$ cat config.mk
export PLATFORM = sky130hd
export DESIGN_NAME = timer_int_source_flat
export DESIGN_NICKNAME = d
export VERILOG_FILES = /design/src/rtl/timer_int_source_if.sv /design/src/rtl/timer_int_source.sv /design/src/flat_wrapper.sv
export SDC_FILE = /design/constraint.sdc
export NUM_CORES = 1
export LEC_CHECK = 0
export CORE_MARGIN = 4
export CORE_UTILIZATION = 25
export CTS_BUF_LIST = sky130_fd_sc_hd__clkbuf_4 sky130_fd_sc_hd__clkbuf_8
export DETAILED_ROUTE_END_ITERATION = 10
export GPL_TIMING_DRIVEN = 0
export PLACE_DENSITY = 0.45
export SYNTH_ARGS = -nofsm -noshare
export SYNTH_HDL_FRONTEND = slang
export SYNTH_SLANG_ARGS = --single-unit
$ cat constraint.sdc
create_clock -name clk -period 6.3 [get_ports clk]
set_clock_uncertainty 0.1 [all_clocks]
set_input_delay 1.26 -clock clk [delete_from_list [all_inputs] [get_ports clk]]
set_output_delay 1.26 -clock clk [all_outputs]
set_load 0.01 [all_outputs]
$ cat src/rtl/timer_int_source_if.sv
// Register bus between the CPU and the timer: word address, write strobe,
// write data, and combinational read data.
interface timer_int_source_if;
    logic [1:0]  addr;
    logic        we;
    logic [31:0] wdata;
    logic [31:0] rdata;

    modport master (output addr, output we, output wdata, input rdata);
    modport slave  (input addr, input we, input wdata, output rdata);
endinterface

$ cat src/rtl/timer_int_source.sv
// Programmable countdown timer driving one HWInt bit. It has one-shot and
// auto-reload modes, a sticky request flag, and an acknowledge clear.
module timer_int_source (
    input  logic                  clk,
    input  logic                  reset,
    timer_int_source_if.slave     bus,
    input  logic                  int_ack,
    output logic                  irq
);
    typedef enum logic [1:0] {IDLE, LOAD, CNT, INT} state_t;

    state_t      state_reg, state_next;
    logic        en_reg, en_next;
    logic [1:0]  mode_reg, mode_next;
    logic        im_reg, im_next;
    logic [31:0] preset_reg, preset_next;
    logic [31:0] count_reg, count_next;
    logic        irq_flag_reg, irq_flag_next;
    logic        int_entry;

    logic ctrl_wr;
    logic preset_wr;
    logic auto_reload;

    assign ctrl_wr     = bus.we && (bus.addr == 2'd0);
    assign preset_wr   = bus.we && (bus.addr == 2'd1);
    // Only MODE 1 reloads; MODE 2 and MODE 3 fall back to one-shot.
    assign auto_reload = (mode_reg == 2'b01);

    always_ff @(posedge clk or negedge reset) begin
        if (!reset) begin
            state_reg    <= IDLE;
            en_reg       <= 1'b0;
            mode_reg     <= 2'b00;
            im_reg       <= 1'b0;
            preset_reg   <= 32'd0;
            count_reg    <= 32'd0;
            irq_flag_reg <= 1'b0;
        end else begin
            state_reg    <= state_next;
            en_reg       <= en_next;
            mode_reg     <= mode_next;
            im_reg       <= im_next;
            preset_reg   <= preset_next;
            count_reg    <= count_next;
            irq_flag_reg <= irq_flag_next;
        end
    end

    always_comb begin
        state_next    = state_reg;
        en_next       = en_reg;
        mode_next     = mode_reg;
        im_next       = im_reg;
        preset_next   = preset_reg;
        count_next    = count_reg;
        irq_flag_next = irq_flag_reg;
        int_entry     = 1'b0;

        if (preset_wr) begin
            preset_next = bus.wdata;
        end

        case (state_reg)
            IDLE: begin
                if (en_reg) begin
                    state_next = LOAD;
                end
            end
            LOAD: begin
                count_next = preset_reg;
                state_next = CNT;
            end
            CNT: begin
                if (!en_reg) begin
                    state_next = IDLE;
                end else if (count_reg > 32'd1) begin
                    count_next = count_reg - 32'd1;
                end else begin
                    // A zero preset also lands here, so COUNT never wraps.
                    count_next    = 32'd0;
                    irq_flag_next = 1'b1;
                    int_entry     = 1'b1;
                    state_next    = INT;
                end
            end
            INT: begin
                if (auto_reload) begin
                    irq_flag_next = 1'b0;
                    state_next    = LOAD;
                end else begin
                    en_next    = 1'b0;
                    state_next = IDLE;
                end
            end
            default: state_next = IDLE;
        endcase

        // A new request outranks an acknowledge landing on the same edge.
        if (int_ack && !int_entry) begin
            irq_flag_next = 1'b0;
        end

        // A CTRL write restarts from IDLE, discards any pending request,
        // and freezes COUNT where it stood.
        if (ctrl_wr) begin
            en_next       = bus.wdata[0];
            mode_next     = bus.wdata[2:1];
            im_next       = bus.wdata[3];
            irq_flag_next = 1'b0;
            count_next    = count_reg;
            state_next    = IDLE;
        end
    end

    always_comb begin
        case (bus.addr)
            2'd0:    bus.rdata = {28'd0, im_reg, mode_reg, en_reg};
            2'd1:    bus.rdata = preset_reg;
            2'd2:    bus.rdata = count_reg;
            default: bus.rdata = 32'd0;
        endcase
    end

    assign irq = im_reg & irq_flag_reg;
endmodule

$ cat src/flat_wrapper.sv
// flat-port wrapper written by rule: the top's interface ports become plain ports
module timer_int_source_flat 
  (clk, reset, int_ack, irq, bus_addr, bus_we, bus_wdata, bus_rdata);
  timer_int_source_if bus_i ();
  input  logic clk;
  input  logic reset;
  input  logic int_ack;
  output logic irq;
  input wire logic [$bits(bus_i.addr)-1:0] bus_addr;
  input wire logic [$bits(bus_i.we)-1:0] bus_we;
  input wire logic [$bits(bus_i.wdata)-1:0] bus_wdata;
  output wire logic [$bits(bus_i.rdata)-1:0] bus_rdata;
  assign bus_i.addr = bus_addr;
  assign bus_i.we = bus_we;
  assign bus_i.wdata = bus_wdata;
  assign bus_rdata = bus_i.rdata;
  timer_int_source u_core (.clk(clk), .reset(reset), .bus(bus_i), .int_ack(int_ack), .irq(irq));
endmodule
After elaboration in Yosys (flattened, before gate mapping)
Cells that the tools add are included.

storage, ports and cells
  register bits after elaboration = 71
  input bits = 38
  output and inout port bits = 33
  logic and storage cells = 59

operators by class
  add/subtract/negate cells = 1
  magnitude comparators = 1
  eq/ne operators = 13
  muxes and demuxes = 22
  bitwise gates (word level) = 2
  reductions and logical operators = 13

operators by type and width
  kind                                                                     number
  32-bit case mux with 3 select lines                                      1
  32-bit two-way mux                                                       2
  32-bit case mux with 2 select lines                                      1
  32-bit by 1-bit > comparator with 1-bit output, second input constant    1
  32-bit by 1-bit subtractor with 32-bit output, second input constant     1
  1-bit two-way mux                                                        12
  2-bit two-way mux                                                        4
  4-bit by 1-bit inequality test with 1-bit output, second input constant  2
  2-bit case mux with 4 select lines                                       1
  2-bit by 1-bit == test with 1-bit output, second input constant          3
  2-bit == test, second input constant                                     3
  2-bit logical NOT                                                        2
  2-bit by 1-bit inequality test with 1-bit output, second input constant  2
  4-bit by 3-bit inequality test with 1-bit output, second input constant  1
  4-bit inequality test, second input constant                             1
  2-bit AND reduction                                                      2
  4-bit AND reduction                                                      1
  2-bit nonzero test                                                       2
  4-bit nonzero test                                                       1
  1-bit logical AND                                                        3
  3-bit by 1-bit inequality test with 1-bit output, second input constant  1
  3-bit AND reduction                                                      1
  1-bit case mux with 2 select lines                                       1
  1-bit AND                                                                1
  other kinds (2)                                                          2

Longest topological paths before layout
  depth after elaboration = 8
  mapped depth = 10
  mapped depth without buffers = 8

Least setup slack after synthesis
No wires, ideal clock.

  path kind = in2out
  start = input bus_addr[1]
  end = output bus_rdata[10]
  arrival time = 2.480 ns
  data required time = 4.940 ns
  slack = 2.460 ns
  stages = 5
  buffers on the path = 3
  cells stage by stage = clkbuf_1 nor2b_1 clkbuf_1 buf_1 a22o_1

between the ends
  longest elaborated chain between the ends = 2
  elaborated cells on any way between the ends = 4
  those cells by class = 2 x eq/ne; 1 x mux; 1 x reduce/logical

ends and longest elaborated chain
  element                                      line                     source
  from (decl)                                  flat_wrapper.sv:9        input wire logic [$bits(bus_i.addr)-1:0] bus_addr;
  2-bit == test, or another cell as far along  timer_int_source.sv:117  case (bus.addr)
  32-bit case mux with 3 select lines (*)      timer_int_source.sv:117
  to (decl)                                    flat_wrapper.sv:12       output wire logic [$bits(bus_i.rdata)-1:0] bus_rdata;

Mark *: on every way between the ends. The rest lies on a longest branch, timed or not.

Final worst setup path
  start = input bus_addr[0]
  end = output bus_rdata[16]

Same word-level chain as after synthesis.

==> reports/qor.csv <==
stage;metric;value;unit
outcome;status;finished, final reports clean;
timing;slew_violations;0;
grt;grt_start_max_net_pins;38;
routing;drt_iter0_drc;195;
clock_tree;clock_sinks;71;
min_path;hp-start;u_core.im_reg$_DFFE_PN0P_;
synth;synth-main-ff-cell;dfrtp_1;
timing;fmax;187;MHz
place;dpl-instance-area;0.00508;mm²
floorplanning;die_area;0.0185;mm²
synth;syn_area_per_cell;9.82;µm²
floorplanning;chipHeight;136;µm
finish;antennaDiodeCount;0;
power;p_sw;0.909;mW
floorplanning;core-area;0.0160;mm²
synth;synth_edf_count;0;
routing;wire_per_inst;20.0;µm
floorplanning;die_x;136;µm
power;p_sw_share;43.0;%
synth;synth-simple-area-share;16.5;%
synth;synthMuxAreaShare;9.75;%
routing;vias;3758;
clock_tree;h-tree-depth;3;
finish;drive_above_1_share;12.0;%
timing;rsz0062_at_grt;no;
synth;synth.distinct_cells;55;
finish;synthToLayoutAreaGrowth;28.0;%
timing;worst_pin_slew;0.821;ns
clock_tree;clk_latency;0.37;ns
place;dp_cells;704;
routing;drtAntennaViolNets;0;
clock_tree;cts-hold-fix-buffers;0;
critical_path;required;4.94;ns
run;maxCapViolations;0;
power;clkPwrFrac;16.2;%
synth;synth_top_family_by_area;compound AO/OA/AOI/OAI gates;
power;max-vdd-ir-drop;0.148;mV
power;p_comb_share;46.1;%
critical_path;critPathMaxFanout;10;
clock_tree;cts-root-buf;clkbuf_8;
floorplanning;initial_core_util;25.7;%
place;gp_congestion;0.837;
routing;routed_wirelength;14400;µm
synth;synth_nets;461;
clock_tree;tritoncts;built;
synth;synth_fa_ha_area_share;1.52;%
synth;synthTopCellsByArea;dfrtp_1 43%, mux2_2 8.8%, a22o_1 7.7%;
timing;slew-limit-headroom;45.1;%
synth;synthXorXnorAreaFrac;0.213;%
synth;synth_seq_cells;71;
floorplanning;ios;71;
critical_path;crit_path_end_kind;output pin;
grt;track_usage;16.1;%
synth;yosysMostFrequentCell;dfrtp_1;
clock_tree;cts_resized;0;
timing;finalHoldViolations;0;
clock_tree;cts_buffers;9;
synth;yosysTopAreaCellShare;43.3;%
floorplanning;rows;46;
finish;nets;542;
power;p_leak;2.06;nW
power;seq_power_share;37.7;%
critical_path;worstSetupPathType;in2out;
synth;async_flop_share;100;%
clock_tree;ctsLongestPathBuffers;2;
min_path;hold_path.class;reg2reg;
synth;yosysWarnings;0;
critical_path;arrival;3.98;ns
grt;grt-ovfl-total;0;
finish;final-instance-count-excl-fill;718;
power;p_int;1.20;mW
timing;finalSetupViolations;0;
critical_path;reg2reg_from;u_core.count_reg[25]$_DFFE_PN0P_;
routing;vias_per_cell;5.23;
timing;setup_tns;0;ns
grt;grt_antenna_before_repair;0;
grt;first_global_vias;3907;
routing;dr.pass1.iters;5;
synth;synth_area;0.00411;mm²
power;power_density;402;mW/mm²
synth;ys_seq_area_share;43.3;%
finish;post-route-cell-area;0.00526;mm²
synth;synth_cells;418;
routing;drc;0;
synth;synth_compound_area_share;24.2;%
critical_path;crit_start;bus_addr[0];
clock_tree;clk_pin_slew;0.07;ns
place;hpwl;10100;µm
clock_tree;post_cts_buffers;0;
grt;grt_pass1_wl;22600;µm
place;numPortBuffers;69;
synth;yosysTopAreaCell;dfrtp_1;
timing;period_share;84.8;%
critical_path;start_kind;input pin;
timing;fin_crit;5.34;ns
synth;synthTopCellsByCount;71 x dfrtp_1, 36 x a22o_1, 32 x mux2_2;
## layout make-up
type                    count  area, µm²
well taps                 216        270
flip-flops and latches     71       1780
clock inverters             1       5.00
plain buffers              30        123
inverters                  17       63.8
clock buffers              13        166
fillers                  1703      10700
repair buffers             70        708
multi-input cells         300       2140
## through the flow
step	setup slack [ns]	hold slack, ns	util, %	power (mW)
3_5_place_dp	0.938	0.400	31.8	1.77
3_3_place_gp	0.889	0.396	31.7	1.76
4_1_cts	0.918	0.416	32.8	2.13
2_1_floorplan	2.46	0.359	-	1.39
6_report	0.961	0.416	32.8	2.11
5_1_grt	0.864	0.427	32.8	2.27
## worst max-delay path, stage by stage
cell and delay, ns:
clkdlybuf4s50_1 0.50, nor2b_1 0.14, clkbuf_1 0.54, clkbuf_1 0.68
a22o_1 0.30, clkdlybuf4s50_1 0.55
## layer usage
| metal | up-vias | global-route usage (%) | share of wire [%] |
|---|---|---|---|
| li1 | 1749 | - | - |
| met5 | - | 0 | 0 |
| met2 | 114 | 25.6 | 48 |
| met1 | 1876 | 21.7 | 46 |
| met4 | 0 | 6.10 | 1.8 |
| met3 | 19 | 2.89 | 4.2 |
## path summary, 6_finish.rpt
check | to | cells after the start | slack [ns]
min reg2reg | u_core.im_reg$_DFFE_PN0P_ | 2 | 0.42
min in group asynchronous | u_core.preset_reg[7]$_DFFE_PN0P_ | 1 | 0.75
max in group asynchronous | u_core.preset_reg[27]$_DFFE_PN0P_ | 2 | 4.76
min | u_core.im_reg$_DFFE_PN0P_ | 2 | 0.42
max reg2reg | u_core.count_reg[11]$_DFFE_PN0P_ | 8 | 2.86
max | bus_rdata[16] | 6 | 0.96
## cells by family after synthesis
logic type	count (synthesis)
buf+inv	47
fa+ha+maj	5
simple gates	128
flops	71
xor+xnor	1
mux	36
compound gates	130
## power by group through the flow
| stage | combinational (mW) | sequential, mW | clock (mW) |
|---|---|---|---|
| 2_1_floorplan | 0.648 | 0.741 | 0 |
| 3_3_place_gp | 0.959 | 0.797 | 0 |
| 3_5_place_dp | 0.974 | 0.800 | 0 |
| 4_1_cts | 0.978 | 0.792 | 0.358 |
| 5_1_grt | 1.07 | 0.823 | 0.378 |
| 6_report | 0.975 | 0.796 | 0.342 |
## placed cells by master (no fill, tap or decap), types with 17 or more instances in the layout
cell type	Yosys	routed
dfrtp_1	71	71
clkdlybuf4s50_1	0	68
a22o_1	36	36
mux2_2	32	32
nand2_1	31	31
clkbuf_1	23	23
o21ai_0	22	22
nor2_1	20	20
nor3_1	18	18
inv_1	17	17
Note: power is estimated with default switching activity, not from simulation.
